--- config.mk ---
export PLATFORM = sky130hd
export DESIGN_NAME = iobuf_bus_sequencer
export DESIGN_NICKNAME = d
export VERILOG_FILES = /design/src/rtl/iobuf_bus_sequencer.sv
export SDC_FILE = /design/constraint.sdc
export NUM_CORES = 1
export LEC_CHECK = 0
export BUFFER_PORTS_ARGS = -buffer_cell sky130_fd_sc_hd__buf_2
export CAP_MARGIN = 40
export CORE_MARGIN = 8
export CORE_UTILIZATION = 30
export DETAILED_ROUTE_END_ITERATION = 7
export PLACE_DENSITY_LB_ADDON = 0.25
export SLEW_MARGIN = 5
export SYNTH_ARGS = -nofsm -noshare
export SYNTH_HDL_FRONTEND = slang
export SYNTH_SLANG_ARGS = --single-unit
--- constraint.sdc ---
create_clock -name CLK -period 2.1 [get_ports CLK]
set_input_delay 0.105 -clock CLK [delete_from_list [all_inputs] [get_ports CLK]]
set_output_delay 0.105 -clock CLK [all_outputs]
set_load 0.1 [all_outputs]
--- src/rtl/iobuf_bus_sequencer.sv ---
// rtl/iobuf_bus_sequencer.sv - half-duplex pad-buffer transaction sequencer
//
// Turns a valid/ready request stream into pad-buffer bus cycles with a shared
// tristate control. Writes drive pad_i with pad_t low. Reads release the bus,
// strobe the device and capture pad_o. Every transaction is followed by
// released-bus turnaround cycles, so two drivers never overlap on the pads.
//
// Ports:
//   CLK, nRST            clock (rising edge), asynchronous active-low reset
//   req_valid/req_ready  request handshake; req_write selects write (1) or read (0)
//   req_wdata            write data, latched on accept
//   rsp_valid/rsp_ready  read-response handshake; rsp_rdata holds captured pad_o
//   pad_i, pad_t, pad_o  pad-buffer I / T (1 = released) / O
//   bus_stb, bus_wr      device strobe and direction qualifier
module iobuf_bus_sequencer #(
  parameter int WIDTH        = 8,
  parameter int DRIVE_CYCLES = 2,
  parameter int SAMPLE_DELAY = 2,
  parameter int TURN_CYCLES  = 1
) (
  input  logic             CLK,
  input  logic             nRST,
  input  logic             req_valid,
  output logic             req_ready,
  input  logic             req_write,
  input  logic [WIDTH-1:0] req_wdata,
  output logic             rsp_valid,
  input  logic             rsp_ready,
  output logic [WIDTH-1:0] rsp_rdata,
  output logic [WIDTH-1:0] pad_i,
  output logic             pad_t,
  input  logic [WIDTH-1:0] pad_o,
  output logic             bus_stb,
  output logic             bus_wr
);

  localparam int MAX_DS = (DRIVE_CYCLES > SAMPLE_DELAY) ? DRIVE_CYCLES : SAMPLE_DELAY;
  localparam int MAXP   = (MAX_DS > TURN_CYCLES) ? MAX_DS : TURN_CYCLES;
  localparam int CW     = (MAXP < 1) ? 1 : $clog2(MAXP + 1);

  // The counter holds "cycles remaining after this one", so each phase loads N-1.
  localparam logic [CW-1:0] D_LOAD = CW'(DRIVE_CYCLES - 1);
  localparam logic [CW-1:0] S_LOAD = CW'(SAMPLE_DELAY - 1);
  localparam logic [CW-1:0] T_LOAD = CW'(TURN_CYCLES - 1);

  typedef enum logic [2:0] {
    ST_IDLE,
    ST_DRIVE,
    ST_SAMPLE,
    ST_RESP,
    ST_TURN
  } state_t;

  state_t        state, state_next;
  logic [CW-1:0] cnt, cnt_next;
  logic          accept;

  // While nRST is low the state register already reads IDLE, so ready is
  // additionally gated by reset to keep requests from being accepted.
  assign req_ready = (state == ST_IDLE) && nRST;
  assign accept    = req_valid && req_ready;

  always_comb begin
    state_next = state;
    cnt_next   = cnt;
    case (state)
      ST_IDLE: begin
        if (accept) begin
          if (req_write) begin
            state_next = ST_DRIVE;
            cnt_next   = D_LOAD;
          end else begin
            state_next = ST_SAMPLE;
            cnt_next   = S_LOAD;
          end
        end
      end
      ST_DRIVE: begin
        if (cnt == '0) begin
          state_next = ST_TURN;
          cnt_next   = T_LOAD;
        end else begin
          cnt_next = cnt - 1'b1;
        end
      end
      ST_SAMPLE: begin
        if (cnt == '0) begin
          state_next = ST_RESP;
        end else begin
          cnt_next = cnt - 1'b1;
        end
      end
      ST_RESP: begin
        if (rsp_ready) begin
          state_next = ST_TURN;
          cnt_next   = T_LOAD;
        end
      end
      ST_TURN: begin
        if (cnt == '0) begin
          state_next = ST_IDLE;
        end else begin
          cnt_next = cnt - 1'b1;
        end
      end
      default: begin
        state_next = ST_IDLE;
        cnt_next   = '0;
      end
    endcase
  end

  // Pad and bus controls are registered from the next state, so they change
  // cleanly on the clock edge together with the state itself.
  always_ff @(posedge CLK or negedge nRST) begin
    if (!nRST) begin
      state     <= ST_IDLE;
      cnt       <= '0;
      pad_t     <= 1'b1;
      pad_i     <= '0;
      bus_stb   <= 1'b0;
      bus_wr    <= 1'b0;
      rsp_valid <= 1'b0;
      rsp_rdata <= '0;
    end else begin
      state     <= state_next;
      cnt       <= cnt_next;
      pad_t     <= (state_next != ST_DRIVE);
      bus_stb   <= (state_next == ST_DRIVE) || (state_next == ST_SAMPLE);
      bus_wr    <= (state_next == ST_DRIVE);
      rsp_valid <= (state_next == ST_RESP);
      // pad_i doubles as the write-data latch and keeps its value between writes.
      if (accept && req_write) begin
        pad_i <= req_wdata;
      end
      if ((state == ST_SAMPLE) && (cnt == '0)) begin
        rsp_rdata <= pad_o;
      end
    end
  end

endmodule

-- Yosys cells after proc, flatten, opt, wreduce, memory -nomap -nowiden
Cells that the tools add are included.
- add/sub/neg operators: 1
- equal/unequal tests: 11
- multiplexer cells: 12
- reduce and logical (&&, ||, !) cells: 9
- operators with widths (operator ; count):
    $mux W3 ; 5
    $pmux W3 S5 ; 1
    $eq A3 B2 Y1 const B ; 4
    $mux W2 ; 5
    $pmux W2 S4 ; 1
    $eq A3 B1 Y1 const B ; 2
    $ne A2 B2 Y1 const B ; 3
    $logic_and A1 B1 Y1 ; 4
    $eq A3 B3 Y1 const B ; 1
    $logic_not A3 Y1 ; 1
    $ne A3 B1 Y1 const B ; 1
    $reduce_and A3 Y1 ; 1
    $logic_not A2 Y1 ; 1
    $reduce_or A2 Y1 ; 1
    $sub A2 B1 Y2 const B ; 1
    $logic_or A1 B1 Y1 ; 1
- bits in registers: 25
- output and inout bits: 21

-- Depth between registers and ports, before layout
Gate-level depths: netlist of the first run.
- word-level depth: 7
- depth in mapped cells: 6

-- Worst setup path before layout of the first run
Ideal clock, no wire load.
- kind: register to register
- start point: register state[2]
- end point: register pad_i[0]
- setup time: 126 ps
- arrival: 2349 ps
- setup slack: -376 ps
- cell stages (with the launch flop): 6
- period minus slack after synthesis: 2476 ps
- cells stage by stage: dfrtp_1 buf_6 nor4b_4 and3_1 buf_6 mux2_4
- cells in the longest elaborated chain, start to end: 4
- RTL lines (element ; line ; text):
    from (decl) ; 54 ; state_t state, state_next;
    from (signal assigned) ; 126 ; state <= state_next;
    $logic_not A3 Y1 ; 60 ; assign req_ready = (state == ST_IDLE) && nRST;
    $logic_and A1 B1 Y1 ; 60 ;
    via req_ready ; 24 ; output logic req_ready,
    $logic_and A1 B1 Y1 ; 61 ; assign accept = req_valid && req_ready;
    $logic_and A1 B1 Y1 ; 133 ; if (accept && req_write) begin
    to (signal assigned) ; 134 ; pad_i <= req_wdata;
    to (decl) ; 30 ; output logic [WIDTH-1:0] pad_i,
The timed path passes the listed nets, and every way through them passes these cells.
A chain may end at the register's enable or synchronous reset.

-- Worst setup path in the final report of the first run
- start point: register cnt[0]
- end point: register cnt[1]
- cells in the longest elaborated chain, start to end: 3
- RTL lines (element ; line ; text):
    from (decl) ; 55 ; logic [CW-1:0] cnt, cnt_next;
    from (signal assigned) ; 127 ; cnt <= cnt_next;
    $sub A2 B1 Y2 or $logic_not A2 Y1 (tied branches) ; - ;
    $mux W2 (tied with other cells) ; 87, 100 ;
    $pmux W2 S4 or $reduce_and A3 Y1 (tied branches) ; - ;
Several ways; a longest one is shown, not always the timed one. The select of a mux whose other input is x is not followed.

==> results of run 1 <==
## flip-flops by register name, indices dropped and copies added, names as in the netlist
name,cells
state,3
cnt,2
bus_stb,1
bus_wr,1
pad_t,1
pad_i,8
rsp_rdata,8
rsp_valid,1
## stage by stage
step / util / instances / worst slack (ns) / cell area [um2] / hold slack [ns]
detailed placement: 0.382 / 176 / 0.367 / 1420 / -0.0830
floorplan: - / 89 / -0.362 / 1170 / -0.191
finish: 0.398 / 181 / 0.360 / 1480 / 0.0569
global route: 0.398 / 181 / 0.196 / 1480 / 0.0370
CTS: 0.398 / 181 / 0.354 / 1480 / 0.0486
global placement: 0.382 / 176 / 0.406 / 1420 / -0.0793
## cell families (layout without fill, tap and decap cells)
group,after synthesis,count (layout),synth area share
adders and majority gates,4,4,0.0406
DFF,25,25,0.536
buffers and inverters,8,52,0.0396
AOI/OAI and AO/OA,12,12,0.0684
and+or+nand+nor,21,21,0.108
muxes,19,19,0.207
## routing by layer
metal,up-vias,GRT usage,part of all wire
met5,-,0,0
met3,2,0.0456,0.11
met2,37,0.129,0.44
met1,390,0.0974,0.44
li1,395,-,-
met4,0,0.0389,0.011
## worst paths after layout
kind,start,cells after the start,endpoint
setup / recovery,cnt[0],6,cnt[1]
hold / removal,req_wdata[0],2,pad_i[0]
setup reg to reg,cnt[0],6,cnt[1]
hold reg to reg,rsp_rdata[3],1,rsp_rdata[3]
max in group asynchronous,nRST,3,pad_t
min in group asynchronous,nRST,2,state[2]
## layout make-up
class	count	area [um2]	share of cell area
inverters	4	15.0	0.0102
clock inverters	1	7.51	0.00508
repair buffers	44	230	0.156
clock buffers	3	41.3	0.0279
flip-flops and latches	25	627	0.424
well taps	48	60.1	0.0406
multi-input cells	56	497	0.336
## synth_stat cells
library cell / instances / area (um2)
nor2_4: 1 / 11.3
o21ai_0: 2 / 10.0
ha_1: 3 / 37.5
buf_6: 2 / 22.5
nor3_1: 1 / 5.00
dfstp_2: 1 / 26.3
o31ai_1: 2 / 15.0
a21oi_1: 3 / 15.0
nand3_1: 1 / 5.00
o32ai_1: 1 / 8.76
o21bai_1: 1 / 7.51
inv_1: 4 / 15.0
nor4b_4: 1 / 23.8
mux2_4: 8 / 120
a21o_1: 2 / 15.0
a32oi_1: 1 / 8.76
buf_2: 1 / 5.00
and3_1: 1 / 6.26
maj3_1: 1 / 10.0
mux2i_1: 1 / 10.0
nand2_1: 4 / 15.0
mux2_1: 1 / 11.3
nor2_1: 6 / 22.5
mux2_2: 9 / 101
nand2b_1: 4 / 25.0
dfrtp_1: 24 / 601
clkbuf_1: 1 / 3.75
nor2b_1: 1 / 6.26
and2_1: 1 / 6.26
## cells in the final DEF, fill, tap and decap left out, types with 2 or more instances in the layout
| master | count |
|---|---|
| a21oi_1 | 3 |
| mux2_2 | 9 |
| nor2_1 | 6 |
| mux2_4 | 8 |
| buf_4 | 2 |
| nand2b_1 | 4 |
| inv_1 | 4 |
| o31ai_1 | 2 |
| clkbuf_8 | 3 |
| dfrtp_1 | 24 |
| o21ai_0 | 2 |
| ha_1 | 3 |
| buf_2 | 41 |
| nand2_1 | 4 |
| a21o_1 | 2 |
## worst max-delay path, cell delays in order (launching register included)
cell,delay (ns)
dfrtp_1,0.41
inv_1,0.12
ha_1,0.28
nand2b_1,0.15
a21oi_1,0.19
a21o_1,0.15
mux2_1,0.33
==> results.yml, run 1 <==
timing:
  fmax_mhz: 575
  hold_viol: 0
  final-setup-viol-count: 0
  worst_pin_slew_ns: 0.501
  finalSetupTns_ns: 0
  report.final.slew_viol_count: 0
  relSlewSlack: 0.668
  finClkSkew_ns: 0.00393
  finalCritPeriodShare: 0.829
  rsz0062_at_grt: "no"
  min_period_ns: 1.74
cells_and_area:
  insertedDiodeCount: 0
  fillers: 365
  drive_gt1_frac: 0.504
  synthToLayoutAreaGrowth_pct: 26.3
  nets: 158
global_routing:
  grt_start_max_net_pins: 25
  antenna_found_initial: 0
  globalRouteOverflowTotal: 0
  grt_use_total: 0.0855
  grt_pass1_vias: 910
  grt_pass1_wl_um: 4220
cts:
  clock_sinks: 25
  cts_tree: "built"
  cts_setup_buffers: 0
  htreeDepth: 1
  cts_buffer_depth: 2
  cts_resized: 0
  clkTransAtPathRegs_ns: 0.09
  cts_buffers: 3
  cts_hold_buf: 1
  clock_latency_ns: 0.27
  root_buffer: "clkbuf_8"
floorplanning:
  die_w_um: 78.4
  die_y_um: 78.4
  start_util: 0.315
  rows: 22
  design.die.area_um2: 6150
  num_io_pins: 42
  core_um2: 3720
yosys:
  synth_warnings: 0
  yosysSeqAreaShare: 0.536
  syn-cell-area_um2: 1170
  syn_inst: 89
  synth_nets: 113
  ys_types: 29
  avgSynthCellArea_um2: 13.1
  yosys_register_bits: 25
worst_setup_path:
  r2r_setup_slack_ns: 0.36
  crit_required_ns: 2.26
  start_kind: "flip-flop"
  end_kind: "flip-flop"
  cp.arrival_ns: 1.90
  path_class: "reg2reg"
  worst-path-max-fanout: 7
drt:
  finalWirelength_um: 2560
  first_pass_iters: 4
  drtIter0Drc: 24
  ant_nets: 0
  wire_per_inst_um: 14.1
  vias_per_cell: 4.55
  dr_total_vias: 824
  drt_drc_violations_left: 0
min_path:
  hold_path.class: "in2reg"
run_status:
  status: "completed"
placed_design:
  gp_congestion: 0.782
  portBuffers: 41
  dp_hpwl_um: 2000
job:
  drv_cap: 0
Power of run 1 is left out: the tool's default activity adds up to more than one toggle a clock period on the data nets, which glitch-free logic cannot reach.
==> run 2, diff against run 1 <==
- clock period: 2.1 -> 1.8 ns (I/O delays scaled with it)
==> run 2 against run 1 <==
Compared with the run above: die area unchanged; count of clock-buffer cells in the layout increased by 1; setup slack got worse by 0.26 ns; worst hold slack about the same; sequential share of layout area decreased by 0.95 points; clock skew decreased by 0.0018 ns; cell area increased by 2.3%; sequential cell count unchanged; global-route usage decreased by 0.41 points; critical path type unchanged; critical endpoint unchanged; largest cell class unchanged.
==> results.yml, run 2 (synthesis gave the netlist of run 1 again) <==
worst_setup_path:
  end_kind: "flip-flop"
  cp.depth: 6
  r2r_setup_slack_ns: 0.10
  slowest_delay_ns: 0.41
  path_class: "reg2reg"
  path_cells: "inv_1 > ha_2 > nand2b_1 > a21oi_1 > a21o_1 > mux2_1"
  start_kind: "flip-flop"
  cp_slowest_cell: "dfrtp_1"
  path_buf_inv: 1
  cp.arrival_ns: 1.84
  r2r-start: "cnt[0]"
  rr_endpoint: "cnt[1]"
  rr_worst_depth: 6
  worst-path-max-fanout: 7
  crit_required_ns: 1.95
  critPathTopFamily: "flip-flops"
cells_and_area:
  insertedDiodeCount: 0
  instances_no_fill: 184
  final_common_cell: "buf_2"
  reg_top3: "pad_i x8, rsp_rdata x8, state x3"
  layout_common_cells: "41 x buf_2, 24 x dfrtp_1, 9 x mux2_2"
  nets: 161
  drive_gt1_frac: 0.515
  synthToLayoutAreaGrowth_pct: 29.2
floorplanning:
  die_w_um: 78.4
  num_io_pins: 42
  core_um2: 3720
  start_util: 0.315
  die_y_um: 78.4
  design.die.area_um2: 6150
  rows: 22
drt:
  vias_per_cell: 4.49
  finalWirelength_um: 2540
  drt_drc_violations_left: 0
  dr_total_vias: 827
  ant_nets: 0
  drtIter0Drc: 30
  first_pass_iters: 4
  wire_per_inst_um: 13.8
cts:
  cts_tree: "built"
  htreeDepth: 1
  cts_buffers: 3
  clock_sinks: 25
  cts_buffer_depth: 2
  root_buffer: "clkbuf_8"
  clock_latency_ns: 0.26
  clkTransAtPathRegs_ns: 0.08
  cts_setup_buffers: 0
timing:
  fmax_mhz: 590
  final-setup-viol-count: 0
  hold_viol: 0
  rsz0062_at_grt: "no"
  report.final.slew_viol_count: 0
  relSlewSlack: 0.674
  min_period_ns: 1.70
  finalCritPeriodShare: 0.942
  finClkSkew_ns: 0.00215
  worst_pin_slew_ns: 0.493
  finalSetupTns_ns: 0
global_routing:
  grt_pass1_vias: 936
  grt_pass1_wl_um: 4220
  grt_start_max_net_pins: 21
  antenna_found_initial: 0
  globalRouteOverflowTotal: 0
  grt_use_total: 0.0814
min_path:
  hold_path.class: "in2reg"
  hold_end: "pad_i[3]"
  holdPathStages: 2
  worstHoldStart: "req_wdata[3]"
placed_design:
  dp_cells: 179
  dp_hpwl_um: 2000
  portBuffers: 41
  gp_congestion: 0.770
job:
  drv_cap: 0
run_status:
  status: "completed"
run 2: how the worst max path moves through the flow:
stage / from / to / slack, ns
2_1_floorplan: state[2] / pad_i[0] / -0.66
6_report: cnt[0] / cnt[1] / 0.10
4_1_cts: cnt[0] / cnt[1] / 0.05
3_5_place_dp: cnt[0] / cnt[1] / 0.06
3_3_place_gp: cnt[0] / cnt[1] / 0.16
5_1_grt: cnt[0] / cnt[1] / 0.005
run 2: metal layers:
layer  global-route usage  routed length, um  up-vias
li1                     -                  -      403
met1               0.0959               1160      391
met5                    0                  0        -
met2                0.134               1140       33
met4               0.0111                  0        0
met3               0.0387                247        0
run 2: final cells by class:
| class | instances | area (um2) |
|---|---|---|
| inverter | 4 | 15.0 |
| timing repair buffer | 47 | 265 |
| tap | 48 | 60.1 |
| multi-input combinational | 56 | 499 |
| fill | 358 | 2200 |
| clock buffer | 4 | 45.0 |
| sequential | 25 | 627 |
run 2: repair_timing:
action,in CTS,in global routing
hold endpoints to repair,24,0
gates resized for setup,0,1
hold buffers,1,0
setup endpoints to repair,0,1
run 2: through the flow:
step                      hold WS [ns]  area, um2  setup slack, ns   util
final                           0.0565       1510            0.105  0.407
after global routing            0.0327       1510          0.00462  0.407
after CTS                       0.0499       1510           0.0493  0.406
after detailed placement       -0.0465       1450           0.0649  0.391
after global placement         -0.0501       1450            0.160  0.391
after floorplan                 -0.206       1170           -0.662      -
run 2: worst register-to-register path: stages (launching register included):
cell and delay, ns:
dfrtp_1 0.41, inv_1 0.11, ha_2 0.25, nand2b_1 0.13, a21oi_1 0.20, a21o_1 0.16
mux2_1 0.33
Power of run 2 is left out for the same reason.
